<file path="src/rtl/cpu_ctrl_pkg.sv">
// Shared encodings for the multi-cycle CPU controller: opcodes, datapath select codes,
// FSM states and the decoded instruction classes.
package cpu_ctrl_pkg;

    localparam logic [2:0] OPC_ALU  = 3'b101;
    localparam logic [2:0] OPC_MOV  = 3'b110;
    localparam logic [2:0] OPC_HALT = 3'b111;

    localparam logic [1:0] OP_MOV_REG = 2'b00;
    localparam logic [1:0] OP_MOV_IMM = 2'b10;
    localparam logic [1:0] OP_ADD     = 2'b00;
    localparam logic [1:0] OP_CMP     = 2'b01;
    localparam logic [1:0] OP_AND     = 2'b10;
    localparam logic [1:0] OP_MVN     = 2'b11;

    localparam logic [1:0] VSEL_C     = 2'b00;
    localparam logic [1:0] VSEL_PC    = 2'b01;
    localparam logic [1:0] VSEL_IMM   = 2'b10;
    localparam logic [1:0] VSEL_MDATA = 2'b11;

    localparam logic [1:0] ALU_ADD  = 2'b00;
    localparam logic [1:0] ALU_SUB  = 2'b01;
    localparam logic [1:0] ALU_AND  = 2'b10;
    localparam logic [1:0] ALU_NOTB = 2'b11;

    typedef enum logic [2:0] {
        StIdle,
        StDecode,
        StGetA,
        StGetB,
        StExec,
        StWbC,
        StWbImm,
        StHalt
    } state_t;

    typedef enum logic [2:0] {
        ClsIllegal,
        ClsMovImm,
        ClsMovReg,
        ClsAlu,
        ClsCmp,
        ClsMvn,
        ClsHalt
    } instr_class_t;

endpackage

</file>
<file path="src/rtl/instr_decoder.sv">
// Combinational instruction decode: field extraction, immediates and instruction class.
module instr_decoder
    import cpu_ctrl_pkg::*;
#(
    parameter int unsigned DATA_W = 16
) (
    input  logic [15:0]       ir,
    output logic [1:0]        op,
    output logic [2:0]        rn,
    output logic [2:0]        rd,
    output logic [1:0]        sh,
    output logic [2:0]        rm,
    output logic [4:0]        imm5,
    output logic [DATA_W-1:0] sximm8,
    output instr_class_t      cls
);

    logic [2:0] opcode;

    assign opcode = ir[15:13];
    assign op     = ir[12:11];
    assign rn     = ir[10:8];
    assign rd     = ir[7:5];
    assign sh     = ir[4:3];
    assign rm     = ir[2:0];
    assign imm5   = ir[4:0];
    assign sximm8 = {{(DATA_W-8){ir[7]}}, ir[7:0]};

    always_comb begin
        cls = ClsIllegal;
        case (opcode)
            OPC_MOV: begin
                if (op == OP_MOV_IMM) begin
                    cls = ClsMovImm;
                end else if (op == OP_MOV_REG) begin
                    cls = ClsMovReg;
                end
            end
            OPC_ALU: begin
                case (op)
                    OP_CMP:  cls = ClsCmp;
                    OP_MVN:  cls = ClsMvn;
                    default: cls = ClsAlu;
                endcase
            end
            OPC_HALT: cls = ClsHalt;
            default:  cls = ClsIllegal;
        endcase
    end

endmodule

</file>
<file path="src/rtl/cpu_controller.sv">
// Multi-cycle control FSM: accepts one instruction per handshake and sequences the
// register/ALU datapath strobes until the instruction retires.
module cpu_controller
    import cpu_ctrl_pkg::*;
#(
    parameter int unsigned DATA_W  = 16,
    parameter int unsigned RADDR_W = 3
) (
    input  logic               clk,
    input  logic               rst_n,
    input  logic [15:0]        ins_in,
    input  logic               ins_valid,
    output logic               ins_ready,
    output logic [RADDR_W-1:0] readnum,
    output logic [RADDR_W-1:0] writenum,
    output logic               write,
    output logic [1:0]         vsel,
    output logic               loada,
    output logic               loadb,
    output logic               loadc,
    output logic               loads,
    output logic               asel,
    output logic               bsel,
    output logic [1:0]         ALUop,
    output logic [1:0]         shift,
    output logic [4:0]         imm5,
    output logic [DATA_W-1:0]  sximm8,
    input  logic [2:0]         status_in,
    output logic [2:0]         status_q,
    output logic               done,
    output logic               illegal,
    output logic               halted
);

    state_t       state_q, state_d;
    logic [15:0]  ir_q, ir_d;
    logic [2:0]   status_d;
    logic [1:0]   op;
    logic [2:0]   rn, rd, rm;
    logic [1:0]   sh;
    instr_class_t cls;

    instr_decoder #(
        .DATA_W (DATA_W)
    ) u_instr_decoder (
        .ir     (ir_q),
        .op     (op),
        .rn     (rn),
        .rd     (rd),
        .sh     (sh),
        .rm     (rm),
        .imm5   (imm5),
        .sximm8 (sximm8),
        .cls    (cls)
    );

    // IR only changes on an accepted handshake, so it is stable for the whole sequence.
    assign ir_d     = (state_q == StIdle && ins_valid) ? ins_in : ir_q;
    assign status_d = loads ? status_in : status_q;

    always_comb begin
        state_d   = state_q;
        ins_ready = 1'b0;
        readnum   = '0;
        writenum  = '0;
        write     = 1'b0;
        vsel      = VSEL_C;
        loada     = 1'b0;
        loadb     = 1'b0;
        loadc     = 1'b0;
        loads     = 1'b0;
        asel      = 1'b0;
        bsel      = 1'b0;
        ALUop     = ALU_ADD;
        shift     = 2'b00;
        done      = 1'b0;
        illegal   = 1'b0;
        halted    = 1'b0;

        unique case (state_q)
            StIdle: begin
                ins_ready = 1'b1;
                if (ins_valid) begin
                    state_d = StDecode;
                end
            end
            StDecode: begin
                case (cls)
                    ClsMovImm:         state_d = StWbImm;
                    ClsMovReg, ClsMvn: state_d = StGetB;
                    ClsAlu, ClsCmp:    state_d = StGetA;
                    ClsHalt:           state_d = StHalt;
                    default: begin
                        illegal = 1'b1;
                        state_d = StIdle;
                    end
                endcase
            end
            StGetA: begin
                readnum = rn;
                loada   = 1'b1;
                state_d = StGetB;
            end
            StGetB: begin
                readnum = rm;
                shift   = sh;
                loadb   = 1'b1;
                state_d = StExec;
            end
            StExec: begin
                // MOV reg and MVN have no A operand; force it to zero.
                asel  = (cls == ClsMovReg) || (cls == ClsMvn);
                ALUop = (cls == ClsMovReg) ? ALU_ADD : op;
                if (cls == ClsCmp) begin
                    loads   = 1'b1;
                    done    = 1'b1;
                    state_d = StIdle;
                end else begin
                    loadc   = 1'b1;
                    state_d = StWbC;
                end
            end
            StWbC: begin
                vsel     = VSEL_C;
                writenum = rd;
                write    = 1'b1;
                done     = 1'b1;
                state_d  = StIdle;
            end
            StWbImm: begin
                vsel     = VSEL_IMM;
                writenum = rn;
                write    = 1'b1;
                done     = 1'b1;
                state_d  = StIdle;
            end
            StHalt: begin
                halted = 1'b1;
            end
            default: state_d = StIdle;
        endcase
    end

    always_ff @(posedge clk or negedge rst_n) begin
        if (!rst_n) begin
            state_q  <= StIdle;
            ir_q     <= '0;
            status_q <= '0;
        end else begin
            state_q  <= state_d;
            ir_q     <= ir_d;
            status_q <= status_d;
        end
    end

endmodule

</file>
<file path="config.mk">
export PLATFORM = sky130hd
export DESIGN_NAME = cpu_controller
export DESIGN_NICKNAME = d
export VERILOG_FILES = /design/src/rtl/cpu_ctrl_pkg.sv /design/src/rtl/instr_decoder.sv /design/src/rtl/cpu_controller.sv
export SDC_FILE = /design/constraint.sdc
export NUM_CORES = 1
export LEC_CHECK = 0
export BUFFER_PORTS_ARGS = -buffer_cell sky130_fd_sc_hd__buf_4
export CORE_MARGIN = 2
export CORE_UTILIZATION = 49
export DETAILED_ROUTE_END_ITERATION = 8
export PLACE_DENSITY = 0.85
export SYNTH_ARGS = -nofsm -noshare
export SYNTH_HDL_FRONTEND = slang
export SYNTH_SLANG_ARGS = --single-unit
</file>
<file path="constraint.sdc">
create_clock -name clk -period 2.45 [get_ports clk]
set_clock_uncertainty 0.1 [all_clocks]
set_input_delay 0.245 -clock clk [delete_from_list [all_inputs] [get_ports clk]]
set_output_delay 0.245 -clock clk [all_outputs]
set_load 0.02 [all_outputs]
</file>
---- Yosys cells after proc, flatten, opt, wreduce, memory -nomap -nowiden ----
Cells that the tools add are included.
cells by class
  reductions and logical operators ........ 10
  eq/ne operators ......................... 20
  multiplexer cells ....................... 27
operators with widths
  cell                  count
  $eq A3 B3 Y1 const B  10
  $pmux W3 S2           3
  $pmux W3 S6           1
  $eq A3 B2 Y1 const B  4
  $mux W1               12
  $pmux W3 S4           1
  $mux W2               5
  $mux W3               3
  $pmux W3 S3           1
  $eq A3 B1 Y1 const B  2
  $reduce_bool A6 Y1    1
  $reduce_or A2 Y1      3
  $reduce_or A6 Y1      1
  $eq A2 B2 Y1 const B  2
  $logic_not A3 Y1      1
  $eq A2 B1 Y1 const B  1
  $logic_not A2 Y1      1
  $ne A2 B2 Y1 const B  1
  $pmux W1 S2           1
  $reduce_and A2 Y1     1
  $logic_and A1 B1 Y1   1
  $logic_or A1 B1 Y1    1
word-level totals
  word-level logic and storage cells ...... 60
  bits in registers ....................... 22
  input bits .............................. 22
  output and inout port bits .............. 47

---- Depth between registers and ports, before layout ----
Gate-level depths: netlist (run 1).
  word-level depth ........................ 8
  mapped depth ............................ 7
  mapped depth without buffers ............ 4

---- By module ----
Synthesis (run 1) repeated with hierarchy kept, for this count alone.
second synthesis, totals
  cells, all modules ...................... 143
  area total of the unflattened synthesis .. 1511.4 um^2
by module, submodules not included
  module          sequential area each (um^2)  area each (um^2)  cells each  instances
  cpu_controller  550.5                        1177.4            100         1
  instr_decoder   0.0                          334.1             43          1

---- Worst setup path before layout (run 1) ----
No wires, ideal clock.
  path type ............................... register to output
  start ................................... reg state_q[1]
  end ..................................... out readnum[0]
  arrival ................................. 1632 ps
  slack ................................... 473 ps
  data required time ...................... 2105 ps
  stages on the path, launching flop included .. 4
  path through ............................ dfrtp_1 buf_4 nor3b_1 a22o_1
between the ends
  longest elaborated chain between the ends .. 2
  elaborated cells on any way between the ends .. 3
  classes of those cells .................. eq/ne (2); mux (1)
RTL lines
  what                    line                   source
  start, declared         cpu_controller.sv:35   state_t state_q, state_d;
  start signal, assigned  cpu_controller.sv:146  state_q <= StIdle;
  start signal, assigned  cpu_controller.sv:150  state_q <= state_d;
  $eq A3 B2 Y1            cpu_controller.sv:80   unique case (state_q)
  $pmux W3 S2 *           cpu_controller.sv:80
  end, declared           cpu_controller.sv:14   output logic [RADDR_W-1:0] readnum,
Mark *: on every way between the ends. The rest lies on a longest branch, timed or not.

---- Final worst setup path (run 1) ----
Ends and elaborated chain as after synthesis.

==> impl_metrics.tcl, run 1 <==
set metrics [dict create \
    r2r_slack_ps 700 \
    crit_fanout 14 \
    cts.sinks 22 \
    cts.repair.resized 0 \
    synth_seq_area_share 0.399 \
    coreArea_mm2 0.00271 \
    dp_hpwl_um 2200 \
    powerDensity_mw_per_mm2 1480 \
    root_buffer "clkbuf_4" \
    max_slew.worst_pin.slew_ps 611 \
    dieArea_mm2 0.00326 \
    startpoint_type "register" \
    synth_top_family_by_area "multiplexers" \
    ys_warn_count 0 \
    synth_xor_area_frac 0 \
    synth-adder-area-share 0 \
    required_ps 2110 \
    clk_pin_slew_ps 130 \
    die_w_um 57.1 \
    relSlewSlack 0.592 \
    cts-hold-fix-buffers 1 \
    layout_min_cycle_time_ps 2260 \
    io_buffers 66 \
    gr-usage-all-layers 0.175 \
    setup_viol 0 \
    clockBufferDepth 2 \
    overflow 0 \
    grt_pass1_vias 951 \
    synthesis.area_per_instance_um2 10.6 \
    rsz0062_at_grt "false" \
    initial_core_util 0.510 \
    area_growth_pct 25.6 \
    io_pins 69 \
    ys_ff_latch 22 \
    hold_violations 0 \
    critical_path_class "reg2out" \
    drv_slew 0 \
    firstDrtPassIters 4 \
    antenna_found_initial 0 \
    yosysUniqueCellTypes 37 \
    setup_tns_ps 0 \
    drive_above_1_share 0.549 \
    ant_nets 0 \
    final_core_util 0.640 \
    clock_latency_ps 310 \
    end_kind "output port" \
    cts_made_buffers 3 \
    maxCapViolCount 0 \
    viasPerCell 5.28 \
    htree_levels 1 \
    fillerInstances 218 \
    gp_congestion 0.776 \
    leakage_nw 0.879 \
    vias 1078 \
    grt_max_degree 23 \
    layout_commonest_cell "buf_4" \
    postCtsSetupRepairBufs 0 \
    cp_data_arrival_time_ps 1910 \
    drt_iter0_drc 28 \
    fin_cells 204 \
    status "finished clean" \
    mostFrequentLayoutCells "66 x buf_4, 22 x dfrtp_1, 11 x nor2_1" \
    synthSimpleGateAreaFrac 0.165 \
    synth_compound_area_frac 0.0833 \
    route.detailed.wl_per_inst_um 14.2 \
    row_count 19 \
    ir_drop_uv 1050 \
    synth.mux.area_fraction 0.176 \
    min_period_over_period 0.921 \
    syn_area_mm2 0.00138 \
    die_y_um 57.1 \
    grt_pass1_wl_um 4420 \
    drc 0 \
    max_freq_mhz 443 \
    nets 196 \
    post-place-cells 199 \
    cts_tree "built" \
    drt_wl_total_um 2900 \
    hp-class "in2reg" \
    hold_slack_ps 32.7 \
    antenna_cells 0 \
    syn_inst 130 \
]
## state kept, by name (all words and copies together) (netlist names)
register,flops
status_q,3
ir_q,16
state_q,3
## layer usage
metal	global-route usage	up-vias	part of all wire
met4	0.0598	0	0.0079
met5	0	-	0
met1	0.224	513	0.39
met2	0.296	55	0.53
li1	-	506	-
met3	0.0363	4	0.075
## logic make-up (layout without fill, tap and decap cells)
group,count (synthesis),count (layout)
buf+inv,32,74
simple gates,40,40
other cells,1,2
compound gates,16,16
mux,19,19
flops,22,22
## metrics by stage
stage               worst slack (ps)  power (W)  area (µm²)
floorplan                        473    0.00205        1390
global placement                 614    0.00233        1690
detailed placement               586    0.00238        1690
CTS                              211    0.00259        1740
global route                    65.2    0.00273        1740
finish                           193    0.00257        1740
## worst max-delay path: stages, from the launching register on
cell	delay (ps)
dfrtp_1	650
nor3b_1	580
a22o_1	230
buf_4	150
## cell usage after synthesis (all sizes together)
master	count	area, µm²
o22ai	1	6.26
mux2i	1	10.0
nand3	1	5.00
inv	3	11.3
nor2	11	41.3
buf	27	223
a22o	3	26.3
a211oi	1	12.5
conb	1	3.75
o21ai	2	10.0
a21o	1	7.51
nand2b	3	18.8
nor2b	3	18.8
or2b	1	7.51
or3	1	6.26
and3	4	26.3
and2	4	27.5
nor3b	1	7.51
dfrtp	22	551
clkbuf	2	7.51
or3b	1	8.76
a22oi	3	22.5
a21oi	3	15.0
nor3	3	31.3
mux2	18	233
nand2	6	22.5
a41oi	1	8.76
nor4	1	6.26
a31oi	1	6.26
## power breakdown
group          leakage [nW]  internal [W]  total (W)  switching [W]
Combinational         0.596      0.000766    0.00156       0.000790
Sequential            0.262      0.000544   0.000809       0.000264
Clock                0.0210     0.0000907   0.000203       0.000112
## cell type report
class | count | area (µm²) | share of cell area
flip-flops and latches | 22 | 551 | 0.317
clock buffers | 4 | 36.3 | 0.0209
well taps | 31 | 38.8 | 0.0224
multi-input cells | 77 | 593 | 0.342
inverters | 3 | 11.3 | 0.00649
repair buffers | 67 | 505 | 0.291
## worst paths after layout
check | from | to | cells after the start
setup / recovery | state_q[1] | readnum[0] | 3
hold / removal | ins_in[11] | ir_q[11] | 3
setup reg to reg | state_q[0] | ir_q[1] | 3
hold reg to reg | status_q[0] | status_q[0] | 1
max in group asynchronous | rst_n | ir_q[10] | 2
min in group asynchronous | rst_n | ir_q[12] | 2
No activity file was read; power rests on OpenSTA's default activity.
==> run 2, diff against run 1 <==
Settings changed: GPL_TIMING_DRIVEN set to 0.
==> run 2 against run 1 <==
Against the previous run:
- combinational power up 24%
- die area unchanged
- setup slack better by 56 ps
- clock-buffer cell count down 1
- critical path type unchanged
==> impl_metrics.tcl, run 2 (synthesis results as in run 1) <==
set metrics [dict create \
    path_delay_family "simple AND/OR/NAND/NOR gates" \
    viasPerCell 5.13 \
    cp_slowest_stage_delay_ps 500 \
    worstHoldStart "ins_in[11]" \
    route.detailed.wl_per_inst_um 13.7 \
    fillerInstances 218 \
    crit_fanout 10 \
    max_slew.worst_pin.slew_ps 562 \
    r2r-end "ir_q[9]" \
    top_regs "ir_q (16), state_q (3), status_q (3)" \
    cp_data_arrival_time_ps 1860 \
    hold_violations 0 \
    coreArea_mm2 0.00271 \
    setup_viol 0 \
    min_period_over_period 0.898 \
    cts_made_buffers 3 \
    drc 0 \
    cp.buffers_inverters 2 \
    critical_path_class "reg2out" \
    worstPathCellList "buf_4, nor3b_1, a22o_1, buf_4" \
    firstDrtPassIters 4 \
    grt_max_degree 23 \
    die_y_um 57.1 \
    drt_wl_total_um 3180 \
    mostFrequentLayoutCells "90 x buf_4, 22 x dfrtp_1, 11 x nor2_1" \
    drv_slew 0 \
    row_count 19 \
    clockBufferDepth 2 \
    setup_tns_ps 0 \
    gp_congestion 0.830 \
    drt_iter0_drc 28 \
    powerDensity_mw_per_mm2 1470 \
    overflow 0 \
    leakage_nw 1.01 \
    max_freq_mhz 454 \
    htree_levels 1 \
    postCtsSetupRepairBufs 0 \
    total_power_w 0.00287 \
    dieArea_mm2 0.00326 \
    relSlewSlack 0.624 \
    drive_above_1_share 0.602 \
    dp_hpwl_um 2490 \
    grt_pass1_wl_um 5150 \
    r2r-start "state_q[0]" \
    status "finished clean" \
    end_kind "output port" \
    io_pins 69 \
    antenna_found_initial 0 \
    startpoint "state_q[1]" \
    cts.repair.resized 0 \
    root_buffer "clkbuf_4" \
    hp-class "in2reg" \
    maxCapViolCount 0 \
    cpMostUsedCell "buf_4" \
    cp.depth 4 \
    die_w_um 57.1 \
    cts_tree "built" \
    required_ps 2110 \
    regMostFlops "ir_q" \
    clock_latency_ps 300 \
    r2r_slack_ps 760 \
    rsz0062_at_grt "false" \
    layout_commonest_cell "buf_4" \
    layout_min_cycle_time_ps 2200 \
    io_buffers 66 \
    ant_nets 0 \
    cp_slowest_cell "nor3b_1" \
    vias 1191 \
    reg2reg_depth 6 \
    initial_core_util 0.510 \
    cts.sinks 22 \
    crit_path_end "readnum[0]" \
    nets 225 \
    ir_drop_uv 1300 \
    antenna_cells 0 \
    gr-usage-all-layers 0.204 \
    startpoint_type "register" \
    clk_pin_slew_ps 120 \
    area_growth_pct 41.3 \
    largest_register_ff_count 16 \
    grt_pass1_vias 1129 \
]
[run 2: cell count changes in the layout (fill, tap and decap cells not counted)]
cell | previous run | this run
buf_6 | 0 | 2
clkbuf_8 | 1 | 0
buf_12 | 0 | 1
clkbuf_1 | 0 | 2
buf_4 | 66 | 90
[run 2: stage by stage]
stage               instance area, µm²  cells   util  worst slack (ps)  hold WS (ps)
floorplan                         1390    131      -               473          -151
global placement                  1920    228  0.708               638          47.5
CTS                               1950    232  0.720               250          32.6
global route                      1950    232  0.720               158          34.2
finish                            1950    232  0.720               249          45.6
detailed placement                1920    228  0.708               628          50.9
[run 2: final cells by class]
cell class,count,area [µm²],share of cell area
repair buffers,67,505,0.259
inverters,3,11.3,0.00577
multi-input cells,77,593,0.304
well taps,31,38.8,0.0199
plain buffers,29,230,0.118
flip-flops and latches,22,551,0.282
clock buffers,3,22.5,0.0115
[run 2: report_power, final]
| part | switching [W] | total [W] | internal (W) |
|---|---|---|---|
| logic | 0.000908 | 0.00194 | 0.00103 |
| registers | 0.000219 | 0.000765 | 0.000545 |
| clock network | 0.000105 | 0.000162 | 0.0000573 |
[run 2: tightest hold or removal path, stage by stage]
cell and delay, ps:
buf_4 80, nand2_1 40, o21ai_0 60
[run 2: timing repair]
item                                    4_1_cts  5_1_grt
hold endpoints to repair                     22        0
hold buffers                                  1        0
endpoints found under the setup margin        0        0
[run 2: worst min-delay path by stage]
stage | endpoint | slack (ps) | cells after the start
after floorplan | ir_q[0] | -150 | 0
after global placement | ir_q[13] | 50 | 1
after detailed placement | ir_q[12] | 50 | 1
after CTS | ir_q[11] | 30 | 3
after global routing | ir_q[11] | 30 | 3
final | ir_q[11] | 50 | 3
[run 2: routing by layer]
layer | up-vias | global-route usage | share of wire
li1 | 565 | - | -
met1 | 577 | 0.242 | 0.39
met2 | 42 | 0.355 | 0.53
met3 | 7 | 0.0476 | 0.065
met4 | 0 | 0.0831 | 0.016
met5 | - | 0 | 0
